## config.mk

```make
export PLATFORM = sky130hd
export DESIGN_NAME = sat_counter
export DESIGN_NICKNAME = d
export VERILOG_FILES = /design/src/rtl/sat_counter.sv
export SDC_FILE = /design/constraint.sdc
export NUM_CORES = 1
export LEC_CHECK = 0
export CAP_MARGIN = 20
export CORE_AREA = 4 4 41 43
export DETAILED_ROUTE_END_ITERATION = 6
export DIE_AREA = 0 0 45 47
export DONT_BUFFER_PORTS = 1
export PLACE_DENSITY = 0.46
export SKIP_LAST_GASP = 1
export SLEW_MARGIN = 20
export SYNTH_ARGS = -nofsm -noshare
export SYNTH_HDL_FRONTEND = slang
export SYNTH_SLANG_ARGS = --single-unit
```

## constraint.sdc

```tcl
create_clock -name clk -period 4.3 [get_ports clk]
set_input_delay 0.645 -clock clk [delete_from_list [all_inputs] [get_ports clk]]
set_output_delay 0.645 -clock clk [all_outputs]
set_load 0.005 [all_outputs]
```

## src/rtl/sat_counter.sv

```systemverilog
`default_nettype none
// ============================================================================
//  Module   : sat_counter
//  Purpose  : Up counter that sticks at its all-ones value.
//  Revision : 1.0 - initial release
// ============================================================================
module sat_counter #(
    parameter int WIDTH = 8
) (
    input  wire logic             clk,
    input  wire logic             rst,
    input  wire logic             i_inc,
    output logic [WIDTH-1:0]      o_count
);

    localparam logic [WIDTH-1:0] c_max = {WIDTH{1'b1}};
    localparam logic [WIDTH-1:0] c_one = {{(WIDTH-1){1'b0}}, 1'b1};

    logic [WIDTH-1:0] r_count;

    // Count up on request, holding once the maximum is reached
    always_ff @(posedge clk) begin
        if (rst) begin
            r_count <= '0;
        end else if (i_inc && (r_count != c_max)) begin
            r_count <= r_count + c_one;
        end
    end

    assign o_count = r_count;

endmodule
`default_nettype wire

```

==> flow_metrics.py <==
metrics = {
    "run_status": {
        "outcome": "finished clean",
    },
    "timing": {
        "rsz0062_at_grt": "no",
        "slew_headroom_pct": 81.6,
        "fmax_ghz": 0.691,
        "slew_violations": 0,
        "setup_viol": 0,
        "clock_skew_ns": 0.00223,
        "hold_violations": 0,
        "tightest_slew_ns": 0.276,
        "fin_crit_sh_pct": 33.7,
        "fin_crit_ns": 1.45,
        "finalSetupTns_ns": 0,
    },
    "clock_tree": {
        "cts_buffer_depth": 2,
        "clkTransAtPathRegs_ns": 0.06,
        "hold_buffers": 0,
        "cts-htree-levels": 1,
        "cts_setup_buffers": 0,
        "cts_num_sinks": 8,
        "numCtsBuffers": 3,
        "insertion_delay_ns": 0.26,
        "cts_resized": 0,
        "cts-root-buf": "clkbuf_4",
        "cts_tree": "built",
    },
    "critical_path": {
        "worstPathArrival_ns": 1.60,
        "cp.depth": 4,
        "cpMaxStageDelayCell": "dfxtp_1",
        "path_cells": "ha_1 > and3_4 > a21boi_4 > mux2_4",
        "endpoint_kind": "register",
        "required_ns": 4.45,
        "r2r-end": "o_count[0]",
        "crit_end": "o_count[0]",
        "path_class": "register to register",
        "crit_path_max_fanout": 6,
        "r2r_start": "o_count[0]",
        "worstRegToRegCells": 4,
        "crit_path_start": "o_count[0]",
        "slowest_delay_ns": 0.37,
        "crit_family": "flip-flops",
        "r2r_setup_slack_ns": 2.85,
        "start_kind": "register",
        "worstPathBufferInverterCount": 0,
    },
    "grt": {
        "antenna_found_initial": 0,
        "grt_max_degree": 9,
        "first_global_vias": 356,
        "grt_first_pass_wirelength_mm": 1.61,
        "overflow": 0,
        "grt_use_total_pct": 11.2,
    },
    "yosys": {
        "synth-async-reset-ratio_pct": 0,
        "synth_warnings": 0,
        "netlist_area_um2": 430,
        "synth_nets": 50,
        "synth_adder_area_share_pct": 2.91,
        "synth-simple-area-share_pct": 24.7,
        "synth_edf_count": 0,
        "synth_area_leaders": "dfxtp_1, a21oi_1, a21boi_4",
        "synth.distinct_cells": 25,
        "synth_compound_area_share_pct": 25.9,
        "synth_top_flop_cell": "dfxtp_1",
        "ys_ff_latch": 8,
        "syn_area_per_cell_um2": 9.36,
        "synth_mux_area_share_pct": 5.81,
        "synth_top_family_by_area": "compound AO/OA/AOI/OAI gates",
        "synth-xor-area-share_pct": 0,
        "seq_area_frac_synth_pct": 37.2,
        "netlist_instances": 46,
        "synth_top_area_share_pct": 37.2,
        "synth_top_area_cell": "dfxtp_1",
    },
    "hold_path": {
        "hold_path.class": "input pin to register",
    },
    "finish": {
        "layout-drive-gt1-share_pct": 16.7,
        "area_growth_pct": 6.98,
        "n_fill_cell": 147,
        "register_area_um2": 160,
        "multi_input_comb_area_um2": 255,
        "antennaDiodeCount": 0,
        "nets": 54,
        "mostFrequentLayoutCell": "dfxtp_1",
        "largest_reg_flops": 8,
        "layout_common_cells": "dfxtp_1, a21oi_1, nand2_1",
    },
    "power": {
        "ir_drop_mv": 0.103,
        "finalPower_mw": 0.146,
        "total_leakage_power_nw": 0.165,
        "power_density_nw_per_um2": 318,
    },
    "detailed_routing": {
        "ant_nets": 0,
        "routedWlPerCell_um": 15.0,
        "num_vias": 357,
        "drt_wl_total_um": 944,
        "vias_per_cell": 5.67,
        "drtPass1Iterations": 3,
        "drtIter0Drc": 9,
        "drcViolationCount": 0,
    },
    "die": {
        "dieWidth_um": 45,
        "core_area_um2": 1300,
        "start_util_pct": 33.1,
        "die_area_um2": 2120,
        "ios": 11,
        "num_rows": 13,
        "die_y_um": 47,
    },
    "flow_run": {
        "max_cap_viol_count": 0,
    },
    "placement": {
        "port_buffers": 0,
        "gp_congestion": 0.740,
        "place.detailed.hpwl_um": 730,
    },
}
## worst min-delay path by stage
stage               slack [ns]  startpoint         end  depth (start not counted)
floorplan                 0.49  o_count[1]  o_count[1]                          2
detailed placement        0.53  o_count[1]  o_count[1]                          2
CTS                       0.44         rst  o_count[5]                          1
global placement          0.51  o_count[1]  o_count[1]                          2
global route              0.44         rst  o_count[5]                          1
finish                    0.45         rst  o_count[5]                          1
## layer usage
| layer | GRT usage, % | part of all wire (%) | wire, um | up-vias |
|---|---|---|---|---|
| met4 | 10.5 | 2.0 | 19 | 0 |
| met5 | 0 | 0 | 0 | - |
| met1 | 13.7 | 46 | 433 | 156 |
| met2 | 14.7 | 41 | 388 | 18 |
| li1 | - | - | - | 181 |
| met3 | 4.60 | 11 | 103 | 2 |
## cell type report
cell class,instances,area share [%]
Clock buffer,3,4.89
Inverter,1,0.815
Multi-Input combinational cell,36,55.4
Sequential cell,8,34.8
Tap cell,15,4.08
## kinds of logic after synthesis
kind of cell / count (synthesis)
AND/OR/NAND/NOR: 18
multiplexers: 2
flip-flops: 8
buffers and inverters: 2
adder cells (fa/ha/maj): 1
AO/OA/AOI/OAI: 15
## metrics by stage
step                hold slack [ns]  worst slack, ns  utilization (%)  cell area [um2]  std cells
floorplan                     0.488             2.93                -              430         46
global placement              0.514             2.87             33.7              438         60
detailed placement            0.525             2.85             33.7              438         60
CTS                           0.443             2.84             35.4              460         63
global route                  0.435             2.79             35.4              460         63
finish                        0.454             2.85             35.4              460         63
## cell usage after synthesis (2+ instances only)
master and n:
dfxtp_1 8, a21oi_1 5, and4_1 2, nand4_1 2, o21bai_1 2, nand3_1 2, nand2_1 5, nor3_1 2
a211oi_1 2
## worst register-to-register path, cell delays in order (launching register included)
cell,delay [ns]
dfxtp_1,0.37
ha_1,0.28
and3_4,0.22
a21boi_4,0.18
mux2_4,0.30
## where the power goes
| part | total [mW] | switching [mW] | internal (mW) | leakage [nW] |
|---|---|---|---|---|
| Sequential | 0.0790 | 0.00295 | 0.0760 | 0.0648 |
| Clock | 0.0600 | 0.0279 | 0.0321 | 0.0138 |
| Combinational | 0.00723 | 0.00289 | 0.00434 | 0.0865 |
| Total | 0.146 | 0.0337 | 0.113 | 0.165 |
No activity file was read; power rests on OpenSTA's default activity.
